File: src/rtl/raster_addr_pkg.sv
// raster_addr_pkg: shared pixel-packing modes, scan states and stride helper
package raster_addr_pkg;
  typedef enum logic [1:0] {MODE_8BPP = 2'b00, MODE_12BPP = 2'b01, MODE_16BPP = 2'b10} mode_t;
  typedef enum logic [1:0] {IDLE, SCAN, DRAIN} state_t;
  function automatic int unsigned stride_of(mode_t mode, int unsigned h);
    return mode == MODE_12BPP ? h + h / 2 : mode == MODE_16BPP ? 2 * h : h;
  endfunction
  // the reserved encoding behaves as plain 8bpp
  function automatic mode_t mode_of(logic [1:0] m);
    return m == 2'b11 ? MODE_8BPP : mode_t'(m);
  endfunction
endpackage

File: src/rtl/raster_addr_gen_addr_calc.sv
// addr_calc: S1 products and S2 address sum with pass-through sideband
module addr_calc
  import raster_addr_pkg::*;
#(
  parameter int unsigned H_ACTIVE = 800,
  parameter int COL_W = 10,
  parameter int ROW_W = 9,
  parameter int ADDR_W = 20
) (
  input  logic              clk,
  input  logic              clr,
  input  logic              en,
  input  mode_t             mode,
  input  logic [ADDR_W-1:0] base,
  input  logic              in_valid,
  input  logic [ROW_W-1:0]  row,
  input  logic [COL_W-1:0]  col,
  input  logic              last,
  output logic              out_valid,
  output logic [ADDR_W-1:0] addr,
  output logic [ROW_W-1:0]  out_row,
  output logic [COL_W-1:0]  out_col,
  output logic              out_phase,
  output logic              out_last
);
  localparam int SW = $clog2(2 * H_ACTIVE + 1);
  localparam int PW = ROW_W + SW;
  localparam int TW = COL_W + 1;
  localparam int SUM_W = (PW > ADDR_W ? PW : ADDR_W) + 2;
  logic [SW-1:0] stride;
  logic [TW-1:0] cterm_d, cterm_q;
  logic [PW-1:0] prod_q;
  logic [SUM_W-1:0] sum;
  logic s1_valid, s1_last, s1_phase;
  logic [ROW_W-1:0] s1_row;
  logic [COL_W-1:0] s1_col;
  always_comb begin
    stride = SW'(stride_of(mode, H_ACTIVE));
    cterm_d = mode == MODE_12BPP ? TW'(col) + TW'(col >> 1) : mode == MODE_16BPP ? {col, 1'b0} : TW'(col);
    sum = SUM_W'(base) + SUM_W'(prod_q) + SUM_W'(cterm_q);
  end
  always_ff @(posedge clk) begin
    if (clr) begin
      s1_valid <= 1'b0;
      prod_q <= '0;
      cterm_q <= '0;
      s1_row <= '0;
      s1_col <= '0;
      s1_last <= 1'b0;
      s1_phase <= 1'b0;
      out_valid <= 1'b0;
      addr <= '0;
      out_row <= '0;
      out_col <= '0;
      out_phase <= 1'b0;
      out_last <= 1'b0;
    end else if (en) begin
      s1_valid <= in_valid;
      prod_q <= PW'(row) * PW'(stride);
      cterm_q <= cterm_d;
      s1_row <= row;
      s1_col <= col;
      s1_last <= last;
      s1_phase <= mode == MODE_12BPP && col[0];
      out_valid <= s1_valid;
      addr <= sum[ADDR_W-1:0];
      out_row <= s1_row;
      out_col <= s1_col;
      out_phase <= s1_phase;
      out_last <= s1_last;
    end
  end
endmodule

File: src/rtl/raster_addr_gen.sv
// raster_addr_gen: frame-buffer raster scan FSM feeding a 3-stage address pipeline
module raster_addr_gen
  import raster_addr_pkg::*;
#(
  parameter int unsigned H_ACTIVE = 800,
  parameter int unsigned V_ACTIVE = 480,
  parameter int COL_W = 10,
  parameter int ROW_W = 9,
  parameter int ADDR_W = 20
) (
  input  logic              clk,
  input  logic              rst,
  input  logic              start,
  input  logic              abort,
  input  logic [1:0]        mode,
  input  logic [ADDR_W-1:0] base,
  output logic              out_valid,
  input  logic              out_ready,
  output logic [ADDR_W-1:0] addr,
  output logic [ROW_W-1:0]  out_row,
  output logic [COL_W-1:0]  out_col,
  output logic              out_phase,
  output logic              out_last,
  output logic              busy,
  output logic              frame_done
);
  state_t state;
  mode_t mode_q;
  logic [ADDR_W-1:0] base_q;
  logic [ROW_W-1:0] cnt_row, s0_row;
  logic [COL_W-1:0] cnt_col, s0_col;
  logic s0_valid, s0_last, en, fire, col_end, row_end;
  always_comb begin
    en = !out_valid || out_ready;
    fire = out_valid && out_ready;
    col_end = cnt_col == COL_W'(H_ACTIVE - 1);
    row_end = cnt_row == ROW_W'(V_ACTIVE - 1);
    busy = state != IDLE;
  end
  // frame parameters survive abort; only rst clears them
  always_ff @(posedge clk) begin
    if (rst) begin
      mode_q <= MODE_8BPP;
      base_q <= '0;
    end else if (state == IDLE && start && !abort) begin
      mode_q <= mode_of(mode);
      base_q <= base;
    end
  end
  always_ff @(posedge clk) begin
    if (rst || abort) begin
      state <= IDLE;
      cnt_row <= '0;
      cnt_col <= '0;
      s0_valid <= 1'b0;
      s0_row <= '0;
      s0_col <= '0;
      s0_last <= 1'b0;
      frame_done <= 1'b0;
    end else begin
      frame_done <= state == DRAIN && fire && out_last;
      if (en) begin
        s0_valid <= state == SCAN;
        s0_row <= cnt_row;
        s0_col <= cnt_col;
        s0_last <= state == SCAN && col_end && row_end;
      end
      if (state == IDLE && start) begin
        state <= SCAN;
        cnt_row <= '0;
        cnt_col <= '0;
      end else if (state == SCAN && en) begin
        cnt_col <= col_end ? '0 : cnt_col + 1'b1;
        cnt_row <= col_end ? cnt_row + 1'b1 : cnt_row;
        state <= col_end && row_end ? DRAIN : SCAN;
      end else if (state == DRAIN && fire && out_last) begin
        state <= IDLE;
      end
    end
  end
  addr_calc #(
    .H_ACTIVE(H_ACTIVE),
    .COL_W(COL_W),
    .ROW_W(ROW_W),
    .ADDR_W(ADDR_W)
  ) u_calc (
    .clk(clk),
    .clr(rst || abort),
    .en(en),
    .mode(mode_q),
    .base(base_q),
    .in_valid(s0_valid),
    .row(s0_row),
    .col(s0_col),
    .last(s0_last),
    .out_valid(out_valid),
    .addr(addr),
    .out_row(out_row),
    .out_col(out_col),
    .out_phase(out_phase),
    .out_last(out_last)
  );
endmodule
File: config.mk
export PLATFORM = sky130hd
export DESIGN_NAME = raster_addr_gen
export DESIGN_NICKNAME = d
export VERILOG_FILES = /design/src/rtl/raster_addr_pkg.sv /design/src/rtl/raster_addr_gen_addr_calc.sv /design/src/rtl/raster_addr_gen.sv
export SDC_FILE = /design/constraint.sdc
export NUM_CORES = 1
export LEC_CHECK = 0
export CAP_MARGIN = 20
export CORE_ASPECT_RATIO = 0.5
export CORE_MARGIN = 3
export CORE_UTILIZATION = 54
export CTS_CLUSTER_DIAMETER = 200
export DETAILED_ROUTE_END_ITERATION = 8
export MAX_ROUTING_LAYER = met4
export PLACE_DENSITY = 0.77
export SKIP_LAST_GASP = 1
export SYNTH_ARGS = -nofsm -noshare
export SYNTH_HDL_FRONTEND = slang
export SYNTH_HIERARCHICAL = 1
export SYNTH_SLANG_ARGS = --single-unit
File: constraint.sdc
create_clock -name clk -period 4.5 [get_ports clk]
set_input_delay 0.675 -clock clk [delete_from_list [all_inputs] [get_ports clk]]
set_output_delay 0.675 -clock clk [all_outputs]
set_load 0.01 [all_outputs]
==> metrics.yaml <==
run_status:
  status: "finished clean"
critical_path:
  critPathLaunchType: "flop"
  cp_cell_sequence: "inv_4 -> ha_4 -> buf_4 -> nand2b_1 -> fa_1 -> inv_1 -> fa_1 -> inv_1 -> fa_1 -> fa_1 -> inv_1 -> ha_4 -> o211ai_1 -> o211ai_1 -> nand2_2 -> nor2_2 -> a211oi_2 -> a22o_1"
  crit_arrival_ps: 4700
  cpPeakStageDelay_ps: 540
  r2r_cells: 18
  cp-end-kind: "flop"
  cp_common_cell: "fa_1"
  r2r_start: "mode_q[0]"
  worstSetupPathType: "reg -> reg"
  cp_max_fo: 6
  cpLargestDelayFamily: "adder cells"
  slowest_stage: "fa_1"
  reg2reg_slack_ps: 120
  crit_required_ps: 4820
  critical_path_buf_inv_count: 5
  reg2reg_to: "u_calc/prod_q[19]"
clock_tree:
  cts_buffer_depth: 2
  clock_latency_ps: 430
  root_buffer: "clkbuf_16"
  holdBufCountCts: 0
  htreeDepth: 4
  cts_sinks: 156
  cts_buffers: 17
  clk_pin_slew_ps: 60
  cts_tree: "built"
floorplanning:
  num_rows: 33
  die_area_um2: 19400
  io_pins: 71
  initial_core_util_pct: 56.7
  die_h_um: 100
  die_w_um: 194
  coreArea_um2: 16800
yosys:
  synth_top_cell_by_area: "dfxtp_1"
  avgSynthCellArea_um2: 8.92
  ys_warn_count: 6
  ys_seq_area_share_pct: 32.7
  postSynthCellCount: 1072
  async_reset_ff_share_pct: 0
  synth.top_cells.by_area: "dfxtp_1, ha_1, fa_1"
  synth_top_area_share_pct: 32.7
  ys_types: 68
  synth_nets: 1227
  synth_seq_cells: 156
  netlist_area_um2: 9560
  yosys_most_used_dff: "dfxtp_1"
  synth-edff-count: 0
  synth.most_common_cell: "dfxtp_1"
  synthTopCellsByCount: "dfxtp_1, nand2_1, nor2_1"
timing:
  slew_violations: 0
  setup_viol: 0
  fin_crit_ps: 4380
  min_period_over_period_pct: 97.2
  worstMarginPinSlew_ps: 1070
  tns_ps: 0
  skew_ps: 12.3
  postLayoutSetupSlackWorst_ps: 125
  finalHoldViolations: 0
  max_freq_mhz: 229
  relSlewSlack_pct: 28.8
routing:
  wl_um: 22800
  num_vias: 7729
  wl_per_cell_um: 16.6
  ant_nets: 0
  viasPerCell: 5.63
  wl_met1_um: 11300
  wl_met2_um: 9920
  drt_first_pass_iters: 5
  drc: 0
  detail_route.iter0.violations: 567
  top_layer_used: "met4"
  dr_wl_met3_um: 1340
pwr:
  power.density_nw_per_um2: 272
  combPwrFrac_pct: 5.0
  power.share.clock_pct: 49.3
  peakVddDrop_v: 0.000268
  total_leakage_power_uw: 0.00500
  power_uw: 3070
  sw_frac_of_total_pct: 23.4
  seq_power_share_pct: 45.8
  power.switching_uw: 717
  p_int_uw: 2350
placed_design:
  placed_cell_area_um2: 10500
  gp_congestion: 0.872
  dp_hpwl_um: 16300
  io_buffer_count: 70
  dp_slack_ps: -121
grt:
  grt_max_degree: 70
  grt_pass1_vias: 7619
  grt_pass1_wl_um: 37900
  track_usage_pct: 24.6
  overflow: 0
  antenna_found_initial: 0
final_layout:
  diodes: 0
  area_growth_syn_to_layout_pct: 17.8
  final_cell_area_um2: 11300
  drive_gt1_share_pct: 8.82
  nNetsFinal: 1287
  final_util_pct: 66.9
hold_path:
  min_delay_worst_endpoint: "base_q[15]"
  worstHoldStart: "base_q[15]"
  holdCritPathClass: "reg -> reg"
  whs_path_depth: 2
run:
  max_cap_violations: 0
==> registers in the layout, indices dropped and copies added (netlist names), 10 cells and up <==
signal	flops
base_q	20
cnt_col	10
u_calc/out_col	10
u_calc/cterm_q	11
u_calc/addr	20
u_calc/prod_q	16
s0_col	10
u_calc/s1_col	10
==> how the worst max path moves through the flow <==
stage,from,to,slack [ps],depth (start not counted)
2_1_floorplan,mode_q[0],u_calc/prod_q[16],30,18
5_1_grt,mode_q[1],u_calc/prod_q[18],-50,17
6_report,mode_q[0],u_calc/prod_q[19],120,18
4_1_cts,mode_q[0],u_calc/prod_q[16],7,17
3_5_place_dp,mode_q[0],u_calc/prod_q[16],-120,17
3_3_place_gp,mode_q[0],u_calc/prod_q[16],60,17
==> cell families (layout without fill, tap and decap cells) <==
kind of cell / count (synthesis) / after routing / share of synthesized area, %
multiplexers: 75 / 75 / 7.88
adder cells (fa/ha/maj): 128 / 128 / 20.3
flip-flops: 156 / 156 / 32.7
AND/OR/NAND/NOR: 369 / 369 / 18.3
AO/OA/AOI/OAI: 191 / 191 / 12.7
buffers and inverters: 121 / 194 / 5.16
XOR/XNOR: 32 / 32 / 2.93
==> worst register-to-register path, stage by stage (launching register included) <==
cell and delay, ps:
dfxtp_4 380, inv_4 50, ha_4 240, buf_4 160, nand2b_1 150, fa_1 380
inv_1 90, fa_1 410, inv_1 90, fa_1 440, fa_1 540, inv_1 60
ha_4 280, o211ai_1 110, o211ai_1 370, nand2_2 130, nor2_2 130, a211oi_2 60
a22o_1 210
==> per-layer routing <==
layer  global-route usage (%)  vias to the layer above
met5                        -                        -
li1                         -                     3789
met4                     6.06                        0
met2                     37.2                      222
met3                     4.86                       36
met1                     34.3                     3682
==> power by group through the flow <==
stage	logic, uW	clock network, uW	registers, uW
after global placement	142	0	1440
after global routing	166	1600	1410
after floorplan	84.5	0	1430
after detailed placement	144	0	1440
final	152	1510	1400
after CTS	148	1540	1400
==> stage by stage <==
stage               cells  hold WS, ps
floorplan            1072          429
global placement     1336          447
detailed placement   1336          454
CTS                  1368          467
global route         1372          486
finish               1372          461
==> area by class of cell <==
cell class                      instances  area [um^2]
Clock buffer                           18          429
Clock inverter                         14          193
Fill cell                            1334         5580
Inverter                               68          263
Multi-Input combinational cell        795         6080
Sequential cell                       156         3130
Tap cell                              227          284
Timing Repair Buffer                   94          888
==> placed cells by master (no fill, tap or decap), types with 5 or more instances in the layout <==
cell,instances
a21o_1,9
o21a_1,5
nand4_1,9
xnor2_1,22
nand2b_1,20
nand2_1,131
nor2b_1,22
mux2i_1,73
buf_4,22
xor2_1,10
nand3_1,13
o21ai_0,30
or4_1,6
fa_1,44
nor3_1,9
clkbuf_16,17
ha_4,6
inv_1,65
a31oi_1,5
a21oi_1,81
a211oi_1,14
nor2_1,98
inv_6,6
and2_1,10
o211ai_1,8
o31ai_1,6
ha_1,75
or3_1,12
clkdlybuf4s50_1,70
dfxtp_1,154
==> timing repair <==
action / 4_1_cts / 5_1_grt
endpoints found under the setup margin: 6 / 7
pin swaps: 0 / 19
cloned: 0 / 0
setup buffers: 0 / 4
gates resized for setup: 6 / 35
(Power assumes the default switching activity.)
